## src/rtl/mux_pipe_n.sv

```systemverilog
// mux_pipe_n: N:1 select mux with a single registered, valid/ready output stage.
// MODE=0 picks the channel named by sel; MODE=1 round-robins over valid channels.
// Data passes through unmodified; out_src records which channel produced it.
module mux_pipe_n #(
  parameter int WIDTH  = 5,
  parameter int NUM_IN = 4,
  parameter int SEL_W  = 2,
  parameter int MODE   = 0
) (
  input  logic                    clk,
  input  logic                    rst_n,
  input  logic [NUM_IN*WIDTH-1:0] in_data,
  input  logic [NUM_IN-1:0]       in_valid,
  output logic [NUM_IN-1:0]       in_ready,
  input  logic [SEL_W-1:0]        sel,
  output logic [WIDTH-1:0]        out_data,
  output logic [SEL_W-1:0]        out_src,
  output logic                    out_valid,
  input  logic                    out_ready
);

  localparam logic [SEL_W:0] LP_N   = (SEL_W+1)'(NUM_IN);
  localparam logic [SEL_W:0] LP_ONE = (SEL_W+1)'(1);

  logic [NUM_IN-1:0][WIDTH-1:0] w_ch;
  logic [NUM_IN-1:0]            w_pick_sel;
  logic [NUM_IN-1:0]            w_pick_rr;
  logic [NUM_IN-1:0]            w_pick;
  logic                         w_can_accept;
  logic                         w_gnt_vld;
  logic                         w_xfer;
  logic [SEL_W-1:0]             w_gnt_idx;
  logic [SEL_W-1:0]             w_rr_idx;
  logic                         w_rr_vld;
  logic [SEL_W:0]               w_scan_idx;
  logic [SEL_W:0]               w_ptr_inc;
  logic [SEL_W-1:0]             w_ptr_nxt;
  logic [WIDTH-1:0]             w_mux_data;

  logic [WIDTH-1:0]             r_out_data;
  logic [SEL_W-1:0]             r_out_src;
  logic                         r_out_valid;
  logic [SEL_W-1:0]             r_rr_ptr;

  assign w_ch = in_data;

  // Gating with rst_n keeps every in_ready low while reset is held.
  assign w_can_accept = rst_n & (~r_out_valid | out_ready);

  // Scan from the pointer upward (mod NUM_IN); iterating from the far end lets the
  // nearest valid channel overwrite the result last and win.
  always_comb begin
    w_rr_vld   = 1'b0;
    w_rr_idx   = '0;
    w_scan_idx = '0;
    for (int i = NUM_IN-1; i >= 0; i--) begin
      w_scan_idx = {1'b0, r_rr_ptr} + (SEL_W+1)'(i);
      if (w_scan_idx >= LP_N) w_scan_idx = w_scan_idx - LP_N;
      if (in_valid[w_scan_idx[SEL_W-1:0]]) begin
        w_rr_vld = 1'b1;
        w_rr_idx = w_scan_idx[SEL_W-1:0];
      end
    end
  end

  // One-hot candidate per channel. An out-of-range sel matches no lane, so it
  // yields neither a ready nor a grant.
  for (genvar k = 0; k < NUM_IN; k++) begin : g_lane
    assign w_pick_sel[k] = (sel == SEL_W'(k));
    assign w_pick_rr[k]  = w_rr_vld && (w_rr_idx == SEL_W'(k));
  end

  assign w_pick    = (MODE == 0) ? w_pick_sel : w_pick_rr;
  assign w_gnt_idx = (MODE == 0) ? sel : w_rr_idx;
  assign w_gnt_vld = |(w_pick & in_valid);
  assign w_xfer    = w_gnt_vld & w_can_accept;

  // In select mode the addressed channel sees ready even without valid.
  assign in_ready = {NUM_IN{w_can_accept}} & w_pick;

  // AND-OR mux keyed by the one-hot pick; never indexes past NUM_IN.
  always_comb begin
    w_mux_data = '0;
    for (int k = 0; k < NUM_IN; k++)
      if (w_pick[k]) w_mux_data = w_mux_data | w_ch[k];
  end

  assign w_ptr_inc = {1'b0, w_gnt_idx} + LP_ONE;
  assign w_ptr_nxt = (w_ptr_inc == LP_N) ? '0 : w_ptr_inc[SEL_W-1:0];

  // Output stage: refill on transfer, drop valid on a drain with no refill.
  always_ff @(posedge clk or negedge rst_n) begin
    if (!rst_n) begin
      r_out_data  <= '0;
      r_out_src   <= '0;
      r_out_valid <= 1'b0;
      r_rr_ptr    <= '0;
    end else if (w_xfer) begin
      r_out_data  <= w_mux_data;
      r_out_src   <= w_gnt_idx;
      r_out_valid <= 1'b1;
      if (MODE == 1) r_rr_ptr <= w_ptr_nxt;
    end else if (out_ready) begin
      r_out_valid <= 1'b0;
    end
  end

  assign out_data  = r_out_data;
  assign out_src   = r_out_src;
  assign out_valid = r_out_valid;

endmodule

```

## config.mk

```make
export PLATFORM = sky130hd
export DESIGN_NAME = mux_pipe_n
export DESIGN_NICKNAME = d
export VERILOG_FILES = /design/src/rtl/mux_pipe_n.sv
export SDC_FILE = /design/constraint.sdc
export NUM_CORES = 1
export LEC_CHECK = 0
export CAP_MARGIN = 40
export CORE_UTILIZATION = 32
export DETAILED_ROUTE_END_ITERATION = 7
export MAX_ROUTING_LAYER = met4
export PLACE_DENSITY_LB_ADDON = 0.05
export SKIP_CTS_REPAIR_TIMING = 1
export SLEW_MARGIN = 25
export SYNTH_ARGS = -nofsm -noshare
export SYNTH_HDL_FRONTEND = slang
export SYNTH_SLANG_ARGS = --single-unit
```

## constraint.sdc

```tcl
create_clock -name clk -period 1.3 [get_ports clk]
set_input_delay 0.26 -clock clk [delete_from_list [all_inputs] [get_ports clk]]
set_output_delay 0.26 -clock clk [all_outputs]
set_load 0.1 [all_outputs]
```

==> results.toml <==
[status]
status = "complete, but fails checks"
violations = "negative setup slack"

[routing]
vias_per_cell = 5.270
wl_met3_um = 95
routedWlPerCell_um = 17.01
vias = 585
wl_met1_um = 654
dr_wl_met2_um = 1057
drc = 0
dr.pass1.iters = 4
ant_nets = 0
maxUsedRoutingLayer = "met4"
wl_um = 1888
drt_iter0_markers = 6

[worst_setup_path]
critical-path-top-delay-family = "buffers and inverters"
path_class = "input pin to output pin"
path_max_fanout = 3
startpoint = "out_ready"
timing.critical_path.to = "in_ready[0]"
reg2reg_setup_slack_ns = -0.16
end_kind = "output pin"
path_depth = 5
crit_path_top_delay_cell = "clkdlybuf4s50_1"
required_ns = 1.04
critPathLaunchType = "input pin"
r2r-start = "out_valid"
reg2reg_depth = 6
arrival_ns = 1.30
cp_num_buf_inv = 2
cpPeakStageDelay_ns = 0.45
rr_endpoint = "out_data[3]"
path_cells = "clkdlybuf4s50_1, nand2b_4, nand2_4, nor3_4, buf_12"

[yosys]
yosys.area.top_type_share_pct = 38.65
syn-num-nets = 66
synth_fa_ha_area_share_pct = 0
synth_cells = 37
yosysSeqAreaShare_pct = 38.65
synthXorXnorAreaFrac_pct = 0
avgSynthCellArea_um2 = 14.00
synth_top_family_by_area = "multiplexers"
yosysWarnings = 0
ys_ff_latch = 8
synth_mux_area_share_pct = 43.48
synth_area_um2 = 518.0
yosysUniqueCellTypes = 14
synth_area_leaders = "dfrtp_1, mux4_2, mux2_2"
yosys.area.top_type = "dfrtp_1"
synth_compound_area_share_pct = 3.382
yosys.area_share.simple_pct = 11.35

[timing]
setup_viol = 12
final_max_slew_viol_count = 0
finalSetupTns_ns = -2.075
rsz0062_at_grt = "yes"
min_period_over_period_pct = 119.9
period_minus_slack_ns = 1.558
slew_headroom_pct = 77.25
fmax_ghz = 0.6417
final_hold_viol_count = 0
worst_pin_slew_ns = 0.3407
worst_clock_skew_ns = 0.004034
setup_ws_ns = -0.2583

[cts]
clk_latency_ns = 0.26
cts_made_buffers = 3
htree_levels = 1
cts-root-buf = "clkbuf_4"
cts_sinks = 8
cts_buffer_depth = 2
cts_tree = "built"
clkTransAtPathRegs_ns = 0.05

[global_route]
groute.usage.overall_pct = 20.37
grt_remaining_overflow = 0
grt_pass1_vias = 563
grt_pass1_wl_um = 2573
grt_max_degree = 10
antenna_found_initial = 0

[cells_and_area]
drive_gt1_share_pct = 58.95
fillerInstances = 71
final_cells = 111
final_cell_mix = "clkdlybuf4s50_1, buf_4, buf_12"
stdcell_area_mm2 = 0.001314
final_net_count = 125
area_growth_pct = 153.6
antennaDiodeCount = 0
final_util_pct = 87.21
layout_commonest_cell = "clkdlybuf4s50_1"

[pwr]
peakVddDrop_mv = 0.6275
sw_frac_of_total_pct = 46.66
netSwitchingPower_uw = 814.7
powerDensity_mw_per_mm2 = 1329
pwr-share-seq_pct = 22.5
clkPwrFrac_pct = 11.8
leakagePower_uw = 0.0006222
intPower_uw = 931.2
p_total_uw = 1746
comb_power_share_pct = 65.7

[floorplan]
die_w_um = 42.24
die_y_um = 42.24
boundaryPins = 41
dieArea_mm2 = 0.001784
coreArea_mm2 = 0.001506
initial_core_util_pct = 34.39
num_rows = 14

[job]
drv_cap = 0

[placed_design]
dp_cells = 103
place_hpwl_um = 1340
port_buffers = 40
gp_congestion = 0.7098
place_area_mm2 = 0.001216

[worst_hold_path]
hp-class = "input pin to async pin"
==> worst register-to-register path, cell delays in order, from the launching register on <==
cell	delay, ns
dfrtp_4	0.48
nand2b_4	0.11
buf_4	0.12
buf_6	0.09
buf_6	0.09
nand3_4	0.12
mux2_4	0.33
==> power by group through the flow <==
stage          combinational (µW)  clock [µW]  sequential (µW)
2_1_floorplan                 230           0              809
3_3_place_gp                 1110           0              389
3_5_place_dp                 1120           0              398
4_1_cts                      1120         214              393
5_1_grt                      1180         227              400
6_report                     1150         206              392
==> metal layers <==
metal	GRT usage [%]	up-vias
li1	-	260
met5	-	-
met3	0.4310	7
met2	32.31	33
met1	24.93	285
met4	15.00	0
==> cells by family (layout without fill, tap and decap cells) <==
kind of cell	after synthesis	after routing
buffers and inverters	3	61
muxes	14	14
AOI/OAI and AO/OA	2	2
and+or+nand+nor	10	10
DFF	8	8
==> through the flow <==
stage / worst slack, ns / hold slack (ns)
after floorplan: -0.6028 / -0.03559
after global placement: -0.5881 / 0.5372
after detailed placement: -0.6056 / 0.5538
after CTS: -0.4778 / 0.4964
after global routing: -0.2967 / 0.1934
final: -0.2583 / 0.1801
==> synthesized netlist by cell type (all sizes together) <==
library cell  n
mux2          8
mux4          6
nand2b        1
a31o          1
nand3         3
dfrtp         8
a22o          1
nor2          2
inv           1
buf           2
nor3          2
nand2         2
==> flip-flops by register name (all words and copies together) (netlist names) <==
name / count
out_data: 5
out_valid: 1
out_src: 2
==> area by class of cell <==
class / count / area [µm²] / area share (%)
Multi-Input combinational cell: 26 / 389.1 / 29.62
Sequential cell: 8 / 205.2 / 15.62
Timing Repair Buffer: 56 / 669.4 / 50.95
Inverter: 1 / 3.754 / 0.2857
Clock buffer: 4 / 26.28 / 2.000
Tap cell: 16 / 20.02 / 1.524
==> how the worst min path moves through the flow <==
stage / start / end / slack, ns / depth (start not counted)
global route: rst_n / out_valid / 0.19 / 2
finish: rst_n / out_valid / 0.18 / 2
CTS: rst_n / out_valid / 0.50 / 2
floorplan: rst_n / out_data[0] / -0.04 / 0
global placement: out_src[1] / out_src[1] / 0.54 / 1
detailed placement: out_src[1] / out_src[1] / 0.55 / 1
(Power assumes the default switching activity.)
